==> config.mk <==
export PLATFORM = sky130hd
export DESIGN_NAME = mod_step_counter
export DESIGN_NICKNAME = d
export VERILOG_FILES = /design/src/rtl/mod_step_counter.sv
export SDC_FILE = /design/constraint.sdc
export NUM_CORES = 1
export LEC_CHECK = 0
export ABC_CLOCK_PERIOD_IN_PS = 1800
export CAP_MARGIN = 20
export CORE_AREA = 2 2 39 41
export DETAILED_ROUTE_END_ITERATION = 7
export DIE_AREA = 0 0 41 43
export GPL_TIMING_DRIVEN = 0
export PLACE_DENSITY_LB_ADDON = 0.25
export SYNTH_ARGS = -nofsm -noshare
export SYNTH_HDL_FRONTEND = slang
export SYNTH_SLANG_ARGS = --single-unit
==> constraint.sdc <==
create_clock -name clk -period 1.8 [get_ports clk]
set_clock_uncertainty 0.15 [all_clocks]
set_input_delay 0.45 -clock clk [delete_from_list [all_inputs] [get_ports clk]]
set_output_delay 0.45 -clock clk [all_outputs]
set_load 0.005 [all_outputs]
==> src/rtl/mod_step_counter.sv <==
// Modulo-N up/down step counter with clear/set/load, terminal flags, wrap and load-error pulses.
// Latency: one clock from any control input to count/wrap/load_err; at_max/at_zero decode the count register.
// Backpressure: none; every edge performs exactly one action. MOD_STEP_COUNTER_SATURATE_EN selects saturation.
module mod_step_counter #(
    parameter int WIDTH  = 2,
    parameter int MODULO = 4,
    parameter int INIT   = 0
) (
    input  logic             clk,
    input  logic             reset_n,
    input  logic             clear,
    input  logic             set_one,
    input  logic             load,
    input  logic [WIDTH-1:0] load_value,
    input  logic             enable,
    input  logic             dir,
    output logic [WIDTH-1:0] count,
    output logic             at_max,
    output logic             at_zero,
    output logic             wrap,
    output logic             load_err
);

    if ((WIDTH < 1) || (MODULO < 2) || (MODULO > (2 ** WIDTH))) begin : g_bad_modulo
        $error("mod_step_counter: MODULO must satisfy 2 <= MODULO <= 2**WIDTH");
    end
    if ((INIT < 0) || (INIT >= MODULO)) begin : g_bad_init
        $error("mod_step_counter: INIT must satisfy 0 <= INIT < MODULO");
    end

    // Comparisons run at WIDTH+1 bits so MODULO == 2**WIDTH is representable.
    localparam logic [WIDTH:0]   MOD_W  = (WIDTH+1)'(MODULO);
    localparam logic [WIDTH-1:0] MAX_V  = WIDTH'(MODULO - 1);
    localparam logic [WIDTH-1:0] INIT_V = WIDTH'(INIT);

    logic [WIDTH-1:0] count_nxt;
    logic             wrap_nxt;
    logic             load_err_nxt;
    logic [WIDTH:0]   count_up;

    assign count_up = {1'b0, count} + {{WIDTH{1'b0}}, 1'b1};

    always_comb begin
        count_nxt    = count;
        wrap_nxt     = 1'b0;
        load_err_nxt = 1'b0;
        if (clear) begin
            count_nxt = '0;
        end else if (set_one) begin
            count_nxt = WIDTH'(1);
        end else if (load) begin
            if ({1'b0, load_value} < MOD_W) begin
                count_nxt = load_value;
            end else begin
                count_nxt    = MAX_V;
                load_err_nxt = 1'b1;
            end
        end else if (enable) begin
            if (!dir) begin
                if (count_up >= MOD_W) begin
`ifdef MOD_STEP_COUNTER_SATURATE_EN
                    count_nxt = count;
`else
                    count_nxt = '0;
`endif
                    wrap_nxt  = 1'b1;
                end else begin
                    count_nxt = count_up[WIDTH-1:0];
                end
            end else begin
                if (count == '0) begin
`ifdef MOD_STEP_COUNTER_SATURATE_EN
                    count_nxt = count;
`else
                    count_nxt = MAX_V;
`endif
                    wrap_nxt  = 1'b1;
                end else begin
                    count_nxt = count - WIDTH'(1);
                end
            end
        end
    end

    always_ff @(posedge clk or negedge reset_n) begin
        if (!reset_n) begin
            count    <= INIT_V;
            wrap     <= 1'b0;
            load_err <= 1'b0;
        end else begin
            count    <= count_nxt;
            wrap     <= wrap_nxt;
            load_err <= load_err_nxt;
        end
    end

    assign at_max  = (count == MAX_V);
    assign at_zero = (count == '0);

endmodule

==> run summary, run 1 <==
Critical Path End Type - primary output
Final Util - 30.11%
Critical path peak fanout - 4
Sink Count - 3
Sequential-to-total area share from yosys stat - 34.68%
Placer Congestion - 0.5793
Multiplexer share of the synthesized area - 4.624%
Worst-case reg-to-reg path depth - 5
Endpoints failing setup - 0
Synth Area in Compound Gates - 13.87%
Flop-to-flop setup slack - 0.15 ns
Row count - 14
Share of post-route cells with drive strength above 1 - 21.95%
Crit path time final - 1.722 ns
Setup slack after layout - 0.07766 ns
Die W - 41 µm
Post-DP HPWL - 423.2 µm
FF+latch count, synth - 3
Seq pwr share - 29.3%
Vias/cell - 3.807
Gr ovfl total - 0
RSZ-0062 raised after global routing - no
Cts bufs inserted - 3
Worst-path cell chain - buf_6, ha_2, clkdlybuf4s15_1
Gr usage total - 8.359%
Syn. warnings - 0
Avg Cell Area, Syn - 9.839 µm²
Status - finished clean
Final hold vios - 0
Worst Hold Class - in2async
Die Span Y - 43 µm
Hold_buf cts - 0
First-pass GRT wire length - 924 µm
CP Launch Type - register
Max Cap Viol - 0
Htree depth - 1
Worst-skew pair later-pin latency - 0.23 ns
TritonRoute pass-1 iters - 1
Layout area overhead - 92.49%
Post-synth cell types - 14
Clk pwr share - 45.6%
Nets@finish - 54
Top Ports - 15
WL per Instance - 10.60 µm
CTS root buf - clkbuf_4
Internal power - 0.0001962 W
Largest net degree at the start of global routing - 6
IO buf count - 13
Syn Nets - 34
CTS tree - built
Data arrival, critical path - 1.12 ns
Cell Area, Synth - 216.5 µm²
Vias in the first global route - 225
Simple-gate area share of the yosys netlist - 12.72%
Pleak - 0.1986 nW
1st-iter DRT viols - 0
Maximum clock rate - 580.6 MHz
Post-Synth XOR/XNOR Area - 8.092%
Largest family of logic cells by synthesized area - adder cells
Slowest CP cell - dfrtp_2
Core area - 0.001384 mm²
Logic pwr share - 25.1%
Pre-CTS WS - -0.01537 ns
Final ANT Viol Nets - 0
CP max stage delay - 0.43 ns
Hold Slack - 0.2519 ns
Reg2reg end - count[1]$_DFFE_PN0P_
Post-route DRC violation count - 0
Vias - 217
TNS Setup - 0 ns
CP Launch Point - count[0]$_DFFE_PN0P_
Post-synthesis adder-cell area fraction - 17.34%
Die ar. - 0.001763 mm²
Routed Wire Length - 604 µm
Initial antenna violation count - 0
NetSw - 0.00006231 W
Final max-slew violation count - 0
VDD IR max - 0.2175 mV
Initial Utilization - 15.64%
Cells after Synth - 22
Reg clk slew, reported paths - 0.04 ns
Cell Pwr Density - 620.4 mW/mm²
Sw Share - 24.11%
Tcrit/Tclk final - 95.69%
CP Capture Point - at_max
Required time of the critical path - 1.20 ns
Worst r2r src - count[1]$_DFFE_PN0P_
N_diodes - 0
Final Cell Area - 416.7 µm²
Area after DPL - 366.6 µm²
Clk buf depth - 2
Critical path type - reg2out
==> state kept, by name, indices dropped and copies added (netlist names) <==
name	flops
count	2
wrap	1
==> metal layers <==
layer,vias up,part of all wire (%),global-route usage (%)
met5,-,0,0
met4,0,0,8.000
met3,0,12,1.571
met2,14,42,11.25
met1,93,46,10.39
li1,110,-,-
==> area by class of cell <==
cell class                      instances  area, µm²
Timing Repair Buffer                   15      150.1
Inverter                                2      7.507
Fill cell                             157      967.2
Clock buffer                            4      26.28
Buffer                                  1      7.507
Sequential cell                         3      76.32
Multi-Input combinational cell         16      128.9
Tap cell                               16      20.02
==> through the flow <==
step | power [W] | instances
after floorplan | 0.00009894 | 22
after global placement | 0.0001363 | 51
after detailed placement | 0.0001377 | 51
after CTS | 0.0002671 | 57
after global routing | 0.0002755 | 57
final | 0.0002585 | 57
==> kinds of logic after synthesis <==
| group | Yosys count |
|---|---|
| AND/OR/NAND/NOR | 6 |
| XOR/XNOR | 2 |
| multiplexers | 1 |
| buffers and inverters | 3 |
| adder cells (fa/ha/maj) | 3 |
| flip-flops | 3 |
| other | 1 |
| AO/OA/AOI/OAI | 3 |
==> power by group through the flow <==
stage | clock network [W] | logic [W] | registers, W
floorplan | 0 | 0.0000231 | 0.0000758
global placement | 0 | 0.0000601 | 0.0000762
detailed placement | 0 | 0.0000612 | 0.0000765
CTS | 0.000127 | 0.0000651 | 0.0000754
global route | 0.000127 | 0.0000720 | 0.0000764
finish | 0.000118 | 0.0000648 | 0.0000758
==> worst min path at each step <==
stage / end / cells past startpoint
global placement: wrap$_DFF_PN0_ / 1
CTS: wrap$_DFF_PN0_ / 1
floorplan: count[0]$_DFFE_PN0P_ / 0
global route: count[1]$_DFFE_PN0P_ / 1
detailed placement: wrap$_DFF_PN0_ / 1
finish: count[1]$_DFFE_PN0P_ / 1
==> repair_timing <==
item,in CTS,in global routing
resized for setup,6,3
endpoints found under the setup margin,3,2
buffers inserted,2,0
cloned,0,0
pin swaps,1,0
==> synthesized netlist by cell type <==
cell / number / area share [%]
a211o_1: 1 / 4.0
a211oi_2: 1 / 5.8
a221oi_1: 1 / 4.0
buf_4: 1 / 3.5
conb_1: 1 / 1.7
dfrtp_1: 3 / 35
ha_1: 3 / 17
inv_1: 2 / 3.5
mux2i_1: 1 / 4.6
nand2_1: 1 / 1.7
nand2b_1: 1 / 2.9
nor2_1: 3 / 5.2
nor4_1: 1 / 2.9
xnor2_1: 2 / 8.1
==> layout by cell type (no fill, tap or decap), drive strengths merged, types with 2 or more instances in the layout <==
master / count
dfrtp: 3
buf: 3
xnor2: 2
ha: 3
clkbuf: 4
clkdlybuf4s50: 9
nor2: 3
clkdlybuf4s15: 2
inv: 2
==> worst max-delay path, delay by kind of cell, from the launching register on <==
family | cells | cell delay (ns)
fa+ha+maj | 1 | 0.15
buf+inv | 2 | 0.32
flops | 1 | 0.43
Power figures use the tool's default switching activity.
==> run 2, diff against run 1 <==
CTS_CLUSTER_DIAMETER = 30   (was default)
==> results of run 2 <==
Final layout, timing and power as in run 1 (identical DEF).
==> run 3, diff against run 2 <==
ABC_CLOCK_PERIOD_IN_PS = 1840   (was 1800)
clock period = 1.84 ns   (was 1.8 ns; I/O delays follow)
==> run 3 against run 2 <==
Compared with the run above:
- non-clock buffer count decreased by 1
- combinational power decreased by 8.8%
- die area unchanged
- cell area decreased by 4.2%
==> run summary, run 3 (synthesized netlist as in run 1, its figures left out) <==
Status - finished clean (unchanged)
Final ANT Viol Nets - 0 (unchanged)
Data arrival, critical path - 1.18 ns (was 1.12 ns)
CTS root buf - clkbuf_4 (unchanged)
VDD IR max - 0.2139 mV (was 0.2175 mV)
Final Cell Area - 399.1 µm² (was 416.7 µm²)
WP buf/inv - 1 (was 2)
IO buf count - 13 (unchanged)
Most frequent cells in the layout - clkdlybuf4s50_1 (10), nor2_1 (3), buf_4 (3), clkbuf_4 (3) (was clkdlybuf4s50_1 (9), nor2_1 (3), clkbuf_4 (3))
M2 GR Usage - 10.31% (was 11.25%)
Area after DPL - 366.6 µm² (unchanged)
Maximum clock rate - 559.4 MHz
Initial Utilization - 15.64% (unchanged)
Largest Register - count (unchanged)
Nets@finish - 53 (was 54)
First-pass GRT wire length - 862 µm (was 924 µm)
# fillers - 157 (unchanged)
Required time of the critical path - 1.23 ns (was 1.20 ns)
Row count - 14 (unchanged)
Endpoints failing setup - 0 (unchanged)
TNS Setup - 0 ns (unchanged)
Gr usage total - 7.855% (was 8.359%)
Die W - 41 µm (unchanged)
CP max stage delay - 0.53 ns (was 0.43 ns)
Largest net degree at the start of global routing - 6 (unchanged)
Top Ports - 15 (unchanged)
Core area - 0.001384 mm² (unchanged)
Sink Count - 3 (unchanged)
Worst-skew pair later-pin latency - 0.23 ns (about the same)
Vias - 210 (was 217)
Layout area overhead - 84.39% (was 92.49%)
WL per Instance - 10.14 µm (was 10.60 µm)
Vias in the first global route - 220 (was 225)
Critical path peak fanout - 5 (was 4)
Busiest grt layer - met2 (unchanged)
Clk buf depth - 2 (unchanged)
Share of post-route cells with drive strength above 1 - 22.50% (was 21.95%)
Worst Hold Class - in2async (unchanged)
Final max-slew violation count - 0 (unchanged)
Vias/cell - 3.750 (was 3.807)
Placed cells - 51 (unchanged)
GR Util met1 - 9.740% (was 10.39%)
Cts bufs inserted - 3 (unchanged)
CP Launch Type - register (unchanged)
Htree depth - 1 (unchanged)
Post-DP HPWL - 423.2 µm (unchanged)
Commonest non-fill, non-tap cell in the layout - clkdlybuf4s50_1 (unchanged)
Die ar. - 0.001763 mm² (unchanged)
Max Cap Viol - 0 (unchanged)
Die Span Y - 43 µm (unchanged)
RSZ-0062 raised after global routing - no (unchanged)
Pleak - 0.1785 nW (was 0.1986 nW)
CTS tree - built (unchanged)
Hold_buf cts - 0 (unchanged)
Placer Congestion - 0.5793 (unchanged)
Crit path time final - 1.788 ns
N_diodes - 0 (unchanged)
1st-iter DRT viols - 0 (unchanged)
Fin cells - 56 (was 57)
Initial antenna violation count - 0 (unchanged)
Gr ovfl total - 0 (unchanged)
Cell Pwr Density - 624.0 mW/mm² (was 620.4 mW/mm²)
Delay-heaviest family, CP - buffers and inverters (was flip-flops)
Reg clk slew, reported paths - 0.04 ns (about the same)
Slowest CP cell - clkdlybuf4s50_1 (was dfrtp_2)
Final hold vios - 0 (unchanged)
Worst-case reg-to-reg path depth - 5 (unchanged)
Regs by FF count - count (2), wrap (1) (unchanged)
Routed Wire Length - 568 µm (was 604 µm)
CP Depth - 1 (was 3)
Tcrit/Tclk final - 97.15%
TritonRoute pass-1 iters - 1 (unchanged)
Critical Path End Type - primary output (unchanged)
Critical path type - reg2out (unchanged)
Post-route DRC violation count - 0 (unchanged)
Largest register FFs - 2 (unchanged)
M3 GR Usage - 1.571% (unchanged)
Worst-path cell chain - clkdlybuf4s50_1 (was buf_6, ha_2, clkdlybuf4s15_1)
[run 3: cell types whose count changed in the layout (fill, tap and decap cells not counted)]
cell	change
dlymetal6s2s_1	-1
clkdlybuf4s50_1	+1
clkdlybuf4s15_1	-2
buf_6	-1
buf_4	+1
dlygate4sd2_1	+1
[run 3: per-stage QoR]
stage | setup WS, ns | total power [W] | hold WS (ns) | util [%]
after floorplan | 0.2415 | 0.00009679 | 0.01441 | -
after global placement | 0.02046 | 0.0001333 | 0.4984 | 26.49
after detailed placement | 0.01464 | 0.0001347 | 0.5073 | 26.49
after CTS | 0.02476 | 0.0002577 | 0.2538 | 28.75
after global routing | 0.003995 | 0.0002654 | 0.2698 | 28.84
final | 0.05248 | 0.0002491 | 0.2619 | 28.84
[run 3: cell type report]
type                            instances  area (µm²)  area share, %
Inverter                                2       7.507          1.881
Sequential cell                         3       76.32          19.12
Multi-Input combinational cell         16       128.9          32.29
Timing Repair Buffer                   14       132.6          33.23
Tap cell                               16       20.02          5.016
Buffer                                  1       7.507          1.881
Clock buffer                            4       26.28          6.583
[run 3: power by group]
part | internal (W) | switching [W] | total (W)
combinational | 0.0000377 | 0.0000214 | 0.0000591
clock | 0.0000813 | 0.0000341 | 0.000115
sequential | 0.0000698 | 0.00000485 | 0.0000746
total | 0.000189 | 0.0000603 | 0.000249
[run 3: path summary, 6_finish.rpt]
| check | startpoint | end | slack (ns) |
|---|---|---|---|
| worst min-delay path | reset_n | count[1]$_DFFE_PN0P_ | 0.26 |
| worst max-delay path | count[1]$_DFFE_PN0P_ | count[1] | 0.05 |
| worst max register to register | count[1]$_DFFE_PN0P_ | count[1]$_DFFE_PN0P_ | 0.19 |
| worst min register to register | count[0]$_DFFE_PN0P_ | count[0]$_DFFE_PN0P_ | 0.51 |
| min in group clk | count[0]$_DFFE_PN0P_ | count[0]$_DFFE_PN0P_ | 0.51 |
| max in group asynchronous | reset_n | count[0]$_DFFE_PN0P_ | 1.12 |
[run 3: what timing repair did]
item	in CTS	in global routing
cloned	0	0
endpoints found under the setup margin	2	1
setup buffers	1	0
gates resized for setup	4	1
pin swaps	1	0
[run 3: routing by layer]
| layer | routed length [µm] | up-vias | part of all wire [%] |
|---|---|---|---|
| met5 | 0 | - | 0 |
| met4 | 0 | 0 | 0 |
| met3 | 86 | 0 | 15 |
| met2 | 222 | 14 | 39 |
| met1 | 259 | 88 | 46 |
| li1 | - | 108 | - |
[run 3: worst reg2reg max path, delay by kind of cell (launching register included)]
kind	cells	cell delay [ns]
flip-flops	1	0.42
XOR/XNOR	1	0.13
AO/OA/AOI/OAI	2	0.52
adder cells (fa/ha/maj)	1	0.28
buffers and inverters	1	0.06
